--- src/rtl/hi_tx_pkg.sv ---
//==============================================================================
// Module      : hi_tx_pkg
// Description : Shared mode and state encodings for the HF reader-transmit path.
// Revision    : 1.0 - initial release
//==============================================================================
`default_nettype none

package hi_tx_pkg;

    localparam logic [1:0] MODE_OOK     = 2'b00;
    localparam logic [1:0] MODE_SHALLOW = 2'b01;
    localparam logic [1:0] MODE_CARRIER = 2'b10;
    localparam logic [1:0] MODE_OFF     = 2'b11;

    typedef enum logic [1:0] {
        ST_OFF    = 2'd0,
        ST_RAMP   = 2'd1,
        ST_ACTIVE = 2'd2
    } tx_state_t;

endpackage

`default_nettype wire

--- src/rtl/ssp_clkgen.sv ---
//==============================================================================
// Module      : ssp_clkgen
// Description : SSP bit clock, frame sync and bit/frame strobes from the carrier.
// Revision    : 1.0 - initial release
//==============================================================================
`default_nettype none

module ssp_clkgen #(
    parameter int SSP_DIV_LOG2 = 7,
    parameter int FRAME_BITS   = 8
) (
    input  logic clk,
    input  logic rst,
    output logic o_ssp_clk,
    output logic o_ssp_frame,
    output logic o_bit_stb,
    output logic o_frame_stb
);

    localparam int                      C_FW         = (FRAME_BITS > 1) ? $clog2(FRAME_BITS) : 1;
    localparam logic [SSP_DIV_LOG2-1:0] C_DIV_MAX    = '1;
    localparam logic [SSP_DIV_LOG2-1:0] C_DIV_STB    = C_DIV_MAX >> 1;
    localparam logic [C_FW-1:0]         C_FRAME_LAST = C_FW'(FRAME_BITS - 1);

    logic [SSP_DIV_LOG2-1:0] r_div;
    logic [C_FW-1:0]         r_fcnt;

    always_ff @(posedge clk) begin
        if (rst) begin
            r_div  <= '0;
            r_fcnt <= '0;
        end else begin
            r_div <= r_div + SSP_DIV_LOG2'(1);
            if (r_div == C_DIV_MAX) begin
                r_fcnt <= (r_fcnt == C_FRAME_LAST) ? '0 : r_fcnt + C_FW'(1);
            end
        end
    end

    // Strobe fires in the last low cycle, so loads land on the ssp_clk rising edge.
    assign o_ssp_clk   = r_div[SSP_DIV_LOG2-1];
    assign o_ssp_frame = (r_fcnt == '0);
    assign o_bit_stb   = (r_div == C_DIV_STB);
    assign o_frame_stb = o_bit_stb & o_ssp_frame;

endmodule

`default_nettype wire

--- src/rtl/hi_reader_tx_param.sv ---
//==============================================================================
// Module      : hi_reader_tx_param
// Description : HF reader transmit with field ramp, frame-aligned mode latch
//               and pause-length limiter.
// Revision    : 1.0 - initial release
//==============================================================================
`default_nettype none

module hi_reader_tx_param
    import hi_tx_pkg::*;
#(
    parameter int SSP_DIV_LOG2   = 7,
    parameter int FRAME_BITS     = 8,
    parameter int RAMP_BITS      = 16,
    parameter int MAX_PAUSE_BITS = 4
) (
    input  logic       ck_1356meg,
    input  logic       reset,
    input  logic       ck_1356megb,
    input  logic       field_en,
    input  logic [1:0] mod_mode,
    input  logic       ssp_dout,
    output logic       ssp_clk,
    output logic       ssp_frame,
    output logic       ssp_din,
    output logic       pwr_hi,
    output logic       pwr_lo,
    output logic       pwr_oe1,
    output logic       pwr_oe2,
    output logic       pwr_oe3,
    output logic       pwr_oe4,
    output logic       dbg
);

    localparam int               C_RW        = $clog2(RAMP_BITS + 1);
    localparam int               C_PW        = $clog2(MAX_PAUSE_BITS + 1);
    localparam logic [C_RW-1:0]  C_RAMP_LAST = C_RW'(RAMP_BITS - 1);
    localparam logic [C_PW-1:0]  C_PAUSE_MAX = C_PW'(MAX_PAUSE_BITS);

    logic w_bit_stb;
    logic w_frame_stb;
    logic w_carrier_on;

    tx_state_t       r_state;
    logic [1:0]      r_mode_q;
    logic            r_mod_bit;
    logic            r_din;
    logic [C_RW-1:0] r_rcnt;
    logic [C_PW-1:0] r_pcnt;

    ssp_clkgen #(
        .SSP_DIV_LOG2 (SSP_DIV_LOG2),
        .FRAME_BITS   (FRAME_BITS)
    ) u_clkgen (
        .clk         (ck_1356meg),
        .rst         (reset),
        .o_ssp_clk   (ssp_clk),
        .o_ssp_frame (ssp_frame),
        .o_bit_stb   (w_bit_stb),
        .o_frame_stb (w_frame_stb)
    );

    always_ff @(posedge ck_1356meg) begin
        if (reset) begin
            r_state   <= ST_OFF;
            r_mode_q  <= MODE_OFF;
            r_mod_bit <= 1'b1;
            r_din     <= 1'b0;
            r_rcnt    <= '0;
            r_pcnt    <= '0;
        end else begin
            if (w_frame_stb) begin
                r_mode_q <= mod_mode;
            end
            // Field shutdown overrides everything, including a coincident bit strobe.
            if (!field_en || (r_mode_q == MODE_OFF)) begin
                r_state   <= ST_OFF;
                r_mod_bit <= 1'b1;
                r_din     <= 1'b0;
                r_rcnt    <= '0;
                r_pcnt    <= '0;
            end else begin
                case (r_state)
                    ST_OFF: begin
                        r_state   <= ST_RAMP;
                        r_rcnt    <= '0;
                        r_mod_bit <= 1'b1;
                    end
                    ST_RAMP: begin
                        r_mod_bit <= 1'b1;
                        if (w_bit_stb) begin
                            if (r_rcnt == C_RAMP_LAST) begin
                                r_state <= ST_ACTIVE;
                            end else begin
                                r_rcnt <= r_rcnt + C_RW'(1);
                            end
                        end
                    end
                    ST_ACTIVE: begin
                        if (w_bit_stb) begin
                            if (ssp_dout) begin
                                r_pcnt    <= '0;
                                r_mod_bit <= 1'b1;
                            end else if (r_pcnt == C_PAUSE_MAX) begin
                                // Pause too long: keep the tag powered and flag it.
                                r_mod_bit <= 1'b1;
                                r_din     <= 1'b1;
                            end else begin
                                r_pcnt    <= r_pcnt + C_PW'(1);
                                r_mod_bit <= 1'b0;
                            end
                        end
                    end
                    default: r_state <= ST_OFF;
                endcase
            end
        end
    end

    assign w_carrier_on = (r_state != ST_OFF);

    assign pwr_hi  = ck_1356megb & w_carrier_on & ((r_mode_q == MODE_OOK) ? r_mod_bit : 1'b1);
    assign pwr_oe4 = w_carrier_on & (r_mode_q == MODE_SHALLOW) & ~r_mod_bit;
    assign pwr_lo  = 1'b0;
    assign pwr_oe1 = 1'b0;
    assign pwr_oe2 = 1'b0;
    assign pwr_oe3 = 1'b0;
    assign ssp_din = r_din;
    assign dbg     = ssp_frame;

endmodule

`default_nettype wire

--- config.mk ---
export PLATFORM = sky130hd
export DESIGN_NAME = hi_reader_tx_param
export DESIGN_NICKNAME = d
export VERILOG_FILES = /design/src/rtl/hi_tx_pkg.sv /design/src/rtl/ssp_clkgen.sv /design/src/rtl/hi_reader_tx_param.sv
export SDC_FILE = /design/constraint.sdc
export NUM_CORES = 1
export LEC_CHECK = 0
export ABC_AREA = 1
export CORE_UTILIZATION = 25
export CTS_BUF_LIST = sky130_fd_sc_hd__clkbuf_8
export DETAILED_ROUTE_END_ITERATION = 16
export PLACE_DENSITY = 0.39
export REMOVE_ABC_BUFFERS = 1
export SLEW_MARGIN = 10
export SYNTH_ARGS = -nofsm -noshare
export SYNTH_HDL_FRONTEND = slang
export SYNTH_SLANG_ARGS = --single-unit
export TNS_END_PERCENT = 30
--- constraint.sdc ---
create_clock -name ck_1356meg -period 5.2 [get_ports ck_1356meg]
set_clock_uncertainty 0.2 [all_clocks]
set_input_delay 0.52 -clock ck_1356meg [delete_from_list [all_inputs] [get_ports ck_1356meg]]
set_output_delay 0.52 -clock ck_1356meg [all_outputs]
set_load 0.01 [all_outputs]
After elaboration in Yosys (flattened, before gate mapping)

Index checks and enable logic that the tools add are counted.

Bits in registers: 24
Word-level logic and storage cells: 63
Bits of input ports: 7
Output and inout port bits: 10

Equality and inequality tests: 14
Bitwise operators: 8
Mux-type cells: 14
Add/sub/neg operators: 4
Reductions and logical operators: 15

Operators with widths:

| cell                                                  | count |
|---|---|
| 2-to-1 mux 5 bit                                      | 2 |
| one-hot mux 5 bit (2 select lines)                    | 1 |
| 2-to-1 mux 3 bit                                      | 3 |
| AND reduction 3 bit                                   | 3 |
| adder 7 x 1 -> 7 bit, second input constant           | 1 |
| equality test 7 x 6 -> 1 bit, second input constant   | 1 |
| equality test 7 bit, second input constant            | 1 |
| adder 3 x 1 -> 3 bit, second input constant           | 2 |
| equality test 3 bit, second input constant            | 2 |
| inequality test 2 bit, second input constant          | 3 |
| one-hot mux 2 bit (3 select lines)                    | 1 |
| nonzero test 2 bit                                    | 3 |
| adder 5 x 1 -> 5 bit, second input constant           | 1 |
| AND 1 bit                                             | 5 |
| equality test 5 x 4 -> 1 bit, second input constant   | 1 |
| equality test 2 x 1 -> 1 bit, second input constant   | 2 |
| equality test 2 bit, second input constant            | 2 |
| logical NOT 2 bit                                     | 2 |
| 2-to-1 mux 1 bit                                      | 4 |
| 2-to-1 mux 2 bit                                      | 2 |
| inequality test 2 x 1 -> 1 bit, second input constant | 2 |
| AND reduction 4 bit                                   | 1 |
| OR reduction 2 bit                                    | 2 |
| logical NOT 3 bit                                     | 1 |
| other kinds (5)                                       | 7 |

Depth between registers and ports, before layout

Word-level depth: 5
Mapped depth: 10
Depth with buffers taken out: 10

Cells and area by module

From an unflattened synthesis, not the netlist that was laid out.

Cell total of the unflattened synthesis: 188
Area total of the unflattened synthesis: 1,292.5 um^2

By module, submodules not included:

| module             | area each (um^2) | instances | seq. area each (um^2) | cells an instance |
|---|---|---|---|---|
| hi_reader_tx_param | 804.5            | 1         | 280.3                 | 121 |
| ssp_clkgen         | 488.0            | 1         | 200.2                 | 67 |

Least setup slack after synthesis

OpenSTA, ideal clock, no wires.

Path kind: register -> output
From: register u_clkgen.r_fcnt[0]
To: output ssp_frame
Arrival time: 0.992 ns
Path buffers: 1
Stages on the path, launching flop included: 6
Required time: 4.480 ns
Setup slack: 3.488 ns
Cell sequence: dfxtp_1 inv_1 ha_1 inv_1 nor2_1 buf_4

Word-level cells in the longest chain between the ends: 1

RTL lines:

| item                   | line                     | text |
|---|---|---|
| start, declared        | ssp_clkgen.sv:26         | `logic [C_FW-1:0] r_fcnt;` |
| start signal, assigned | ssp_clkgen.sv:35         | `r_fcnt <= (r_fcnt == C_FRAME_LAST) ? '0 : r_fcnt + C_FW'(1);` |
| logical NOT 3 bit      | ssp_clkgen.sv:42         | `assign o_ssp_frame = (r_fcnt == '0);` |
| end, declared          | hi_reader_tx_param.sv:24 | `output logic ssp_frame,` |

No other way between the ends.

Worst setup path after layout

From: register r_state[1]
To: output pwr_oe4

Word-level cells in the longest chain between the ends: 3

RTL lines:

| item                    | line                      | text |
|---|---|---|
| start, declared         | hi_reader_tx_param.sv:44  | `tx_state_t r_state;` |
| start signal, assigned  | hi_reader_tx_param.sv:65  | `r_state <= ST_OFF;` |
| start signal, assigned  | hi_reader_tx_param.sv:77  | `r_state <= ST_OFF;` |
| start signal, assigned  | hi_reader_tx_param.sv:85  | `r_state <= ST_RAMP;` |
| nonzero test 2 bit      | hi_reader_tx_param.sv:120 | `assign w_carrier_on = (r_state != ST_OFF);` |
| AND 1 bit (2 in series) | hi_reader_tx_param.sv:123 | `assign pwr_oe4 = w_carrier_on & (r_mode_q == MODE_SHALLOW) & ~r_mod_bit;` |
| end, declared           | hi_reader_tx_param.sv:31  | `output logic pwr_oe4,` |

No other way between the ends.

==> metrics.yaml <==
critical_path:
  crit-reg2reg-capture: "r_rcnt[3]$_SDFFE_PP0P_"
  worst_r2r_path_depth: 10
  regToRegSetupSlack_ns: 3.32
  crit_required_ns: 4.48
  worst_setup_path_end_kind: "primary output"
  worstSetupStartpointType: "flop"
  cp.arrival_ns: 1.87
  critical_path.max_stage_delay_ns: 0.57
  critPathMaxFanout: 8
  cpMaxStageDelayCell: "clkdlybuf4s50_1"
  r2r-start: "r_rcnt[0]$_SDFFE_PP0P_"
  crit_type: "flop to primary output"
  crit_path_cell_trace: "nor2_1, inv_1, nand2_1, nor3_1, clkdlybuf4s50_1"
layout:
  finalCoreUtilization_pct: 30.63
  fillerInstances: 536
  num-nets-final: 208
  fraction_of_layout_instances_using_a_drive_strength_above_1_pct: 4.712
  multi_input_area_sq_um: 654.4
  n_antenna_cell: 0
  seqCellArea_sq_um: 480.5
  synthToLayoutAreaGrowth_pct: 15.58
global_routing:
  grtUsageTotal_pct: 10.01
  overflow: 0
  grt_antenna_before_repair: 0
  grt_pass1_vias: 982
  grt_max_degree: 13
  global_route_wire_length_before_repair_microns: 4264
sta:
  slew_violations: 0
  finalSetupViolCount: 0
  rsz0062_at_grt: "no"
  post-route-worst-setup-slack_ns: 2.614
  achievable-frequency_ghz: 0.3866
  fin_hold_ws_ns: 0.2556
  final_min_period_over_clock_period_pct: 49.74
  timing.final.crit_period_ns: 2.586
  final-hold-violation-count: 0
  setup_total_negative_slack_ns: 0
yosys:
  post-synth-top-area-cell: "dfxtp_1"
  synth.yosys.warnings: 0
  post_synthesis_cells: 180
  ys_types: 20
  synthesis.area_sq_mm: 0.001285
  synth_top_area_share_pct: 37.39
  yosysSeqAreaShare_pct: 37.39
  syn_avg_cell_area_sq_um: 7.139
  ys_ff_latch: 24
  synth_top_cells_by_area: "dfxtp_1 37%, nor2_1 10%, inv_1 8.2%"
pwr:
  p_switching_mw: 0.06844
  share_comb_of_total_power_pct: 4.1
  total_power_mw: 0.3123
  power.internal_mw: 0.2438
  power_frac_clock_pct: 36.0
  pwr-share-seq_pct: 59.9
  power.density_cell_area_mw_per_mm2: 210.3
  vdd_drop_max_v: 0.0001200
  p_leak_nw: 0.6261
  power.switching_fraction_pct: 21.92
worst_hold_path:
  holdPathStages: 2
  worst_min_path_start: "ssp_din$_SDFFE_PP0P_"
  holdCritPathClass: "flop to flop"
  min_to: "ssp_din$_SDFFE_PP0P_"
detailed_routing:
  route.antenna.remaining_nets: 0
  routed_wire_length_per_instance_microns: 9.748
  met1Wirelength_microns: 1216
  residual_drc_count: 0
  routed_met2_length_microns: 1182
  post_drt_via_cell_ratio: 4.314
  via_count: 1113
  met3RoutedLength_microns: 102
  routed_wl_microns: 2515
  dr.max_layer_used: "met4"
  drt_iter0_markers: 28
  drt-pass1-iter-count: 4
outcome:
  status: "finished clean"
floorplan:
  boundaryPins: 17
  fp.dieArea_sq_mm: 0.005431
  initial_core_util_pct: 26.50
  die_h_microns: 73.70
  fp.coreArea_sq_mm: 0.004848
  fp-row-count: 25
  die_width_microns: 73.70
clocking:
  clock_sinks: 24
  cts_post_setup_buffers_inserted: 0
  ctsLongestPathBuffers: 2
  tritoncts: "done"
  htree_num_levels: 1
  clock_latency_ns: 0.26
  cts_made_buffers: 3
  cts.clk_slew.worst_paths_ns: 0.09
  post_cts_resized: 0
  ctsHoldBuffers: 0
  cts_root_buf: "clkbuf_8"
placed_design:
  pre_cts_slack_ns: 2.792
  gp_congestion: 0.7111
  port_buffers: 12
  dp_hpwl_microns: 1912
run:
  cap_violations: 0
==> worst max-delay path, delay by kind of cell (launching register included) <==
kind / cells / cell delay (ns)
buf+inv: 2 / 0.75
flops: 1 / 0.50
simple gates: 3 / 0.34
==> flip-flops by register name (all words and copies together), names as in the netlist <==
signal and cells:
r_state 2, u_clkgen.r_fcnt 3, u_clkgen.r_div 7, ssp_din 1, r_mode_q 2, r_pcnt 3
r_mod_bit 1, r_rcnt 5
==> power groups by stage <==
stage          clock (mW)  sequential (mW)  combinational [mW]
2_1_floorplan           0            0.191             0.00622
3_3_place_gp            0            0.191              0.0126
3_5_place_dp            0            0.192              0.0130
4_1_cts             0.119            0.187              0.0131
5_1_grt             0.125            0.188              0.0148
6_report            0.112            0.187              0.0129
==> through the flow <==
| stage | area, sq um | cells |
|---|---|---|
| floorplan | 1240 | 176 |
| global placement | 1444 | 255 |
| detailed placement | 1444 | 255 |
| CTS | 1485 | 258 |
| global route | 1485 | 258 |
| finish | 1485 | 258 |
==> how the worst max path moves through the flow <==
| stage | depth (start not counted) | from | slack (ns) | end |
|---|---|---|---|---|
| finish | 5 | r_state[1]$_SDFFE_PP0P_ | 2.61 | pwr_oe4 |
| global route | 5 | r_state[1]$_SDFFE_PP0P_ | 2.43 | pwr_oe4 |
| CTS | 5 | r_state[1]$_SDFFE_PP0P_ | 2.57 | pwr_oe4 |
| detailed placement | 4 | ck_1356megb | 2.79 | pwr_hi |
| global placement | 4 | ck_1356megb | 2.83 | pwr_hi |
| floorplan | 4 | r_state[1]$_SDFFE_PP0P_ | 3.50 | pwr_oe4 |
==> kinds of logic (layout without fill, tap and decap cells) <==
| family | after synthesis | in the layout | share of synthesized area [%] |
|---|---|---|---|
| adder cells (fa/ha/maj) | 8 | 8 | 7.790 |
| AND/OR/NAND/NOR | 91 | 91 | 33.01 |
| other | 1 | 4 | 0.2918 |
| XOR/XNOR | 1 | 1 | 0.6817 |
| flip-flops | 24 | 24 | 37.39 |
| AO/OA/AOI/OAI | 20 | 20 | 8.277 |
| buffers and inverters | 35 | 43 | 12.56 |
==> Yosys cell counts, drive strengths merged <==
cell    n
dfxtp  24
o21ai   7
nand4   4
a21oi  10
xnor2   1
nor2   37
nand3  21
o21a    1
buf     7
o22ai   1
nand2  26
conb    1
nor3    3
inv    28
ha      8
o31ai   1
==> cell type report <==
class	count	share of cell area, %
Multi-Input combinational cell	124	44.06
Sequential cell	24	32.35
Timing Repair Buffer	12	8.088
Inverter	28	7.077
Tap cell	67	5.644
Clock buffer	3	2.780
==> placed cells by master (no fill, tap or decap), types with 4 or more instances in the layout <==
| cell | n |
|---|---|
| a21oi_1 | 10 |
| nor2_1 | 35 |
| ha_1 | 8 |
| nand4_1 | 4 |
| inv_1 | 28 |
| clkdlybuf4s50_1 | 12 |
| dfxtp_1 | 24 |
| nand2_1 | 26 |
| conb_1 | 4 |
| o21ai_0 | 7 |
| nand3_1 | 17 |
==> metal layers <==
layer	track usage [%]	up-vias
li1	-	589
met1	12.50	504
met2	17.43	18
met3	2.881	2
met4	1.282	0
met5	0	-
Note: power is estimated with default switching activity, not from simulation.
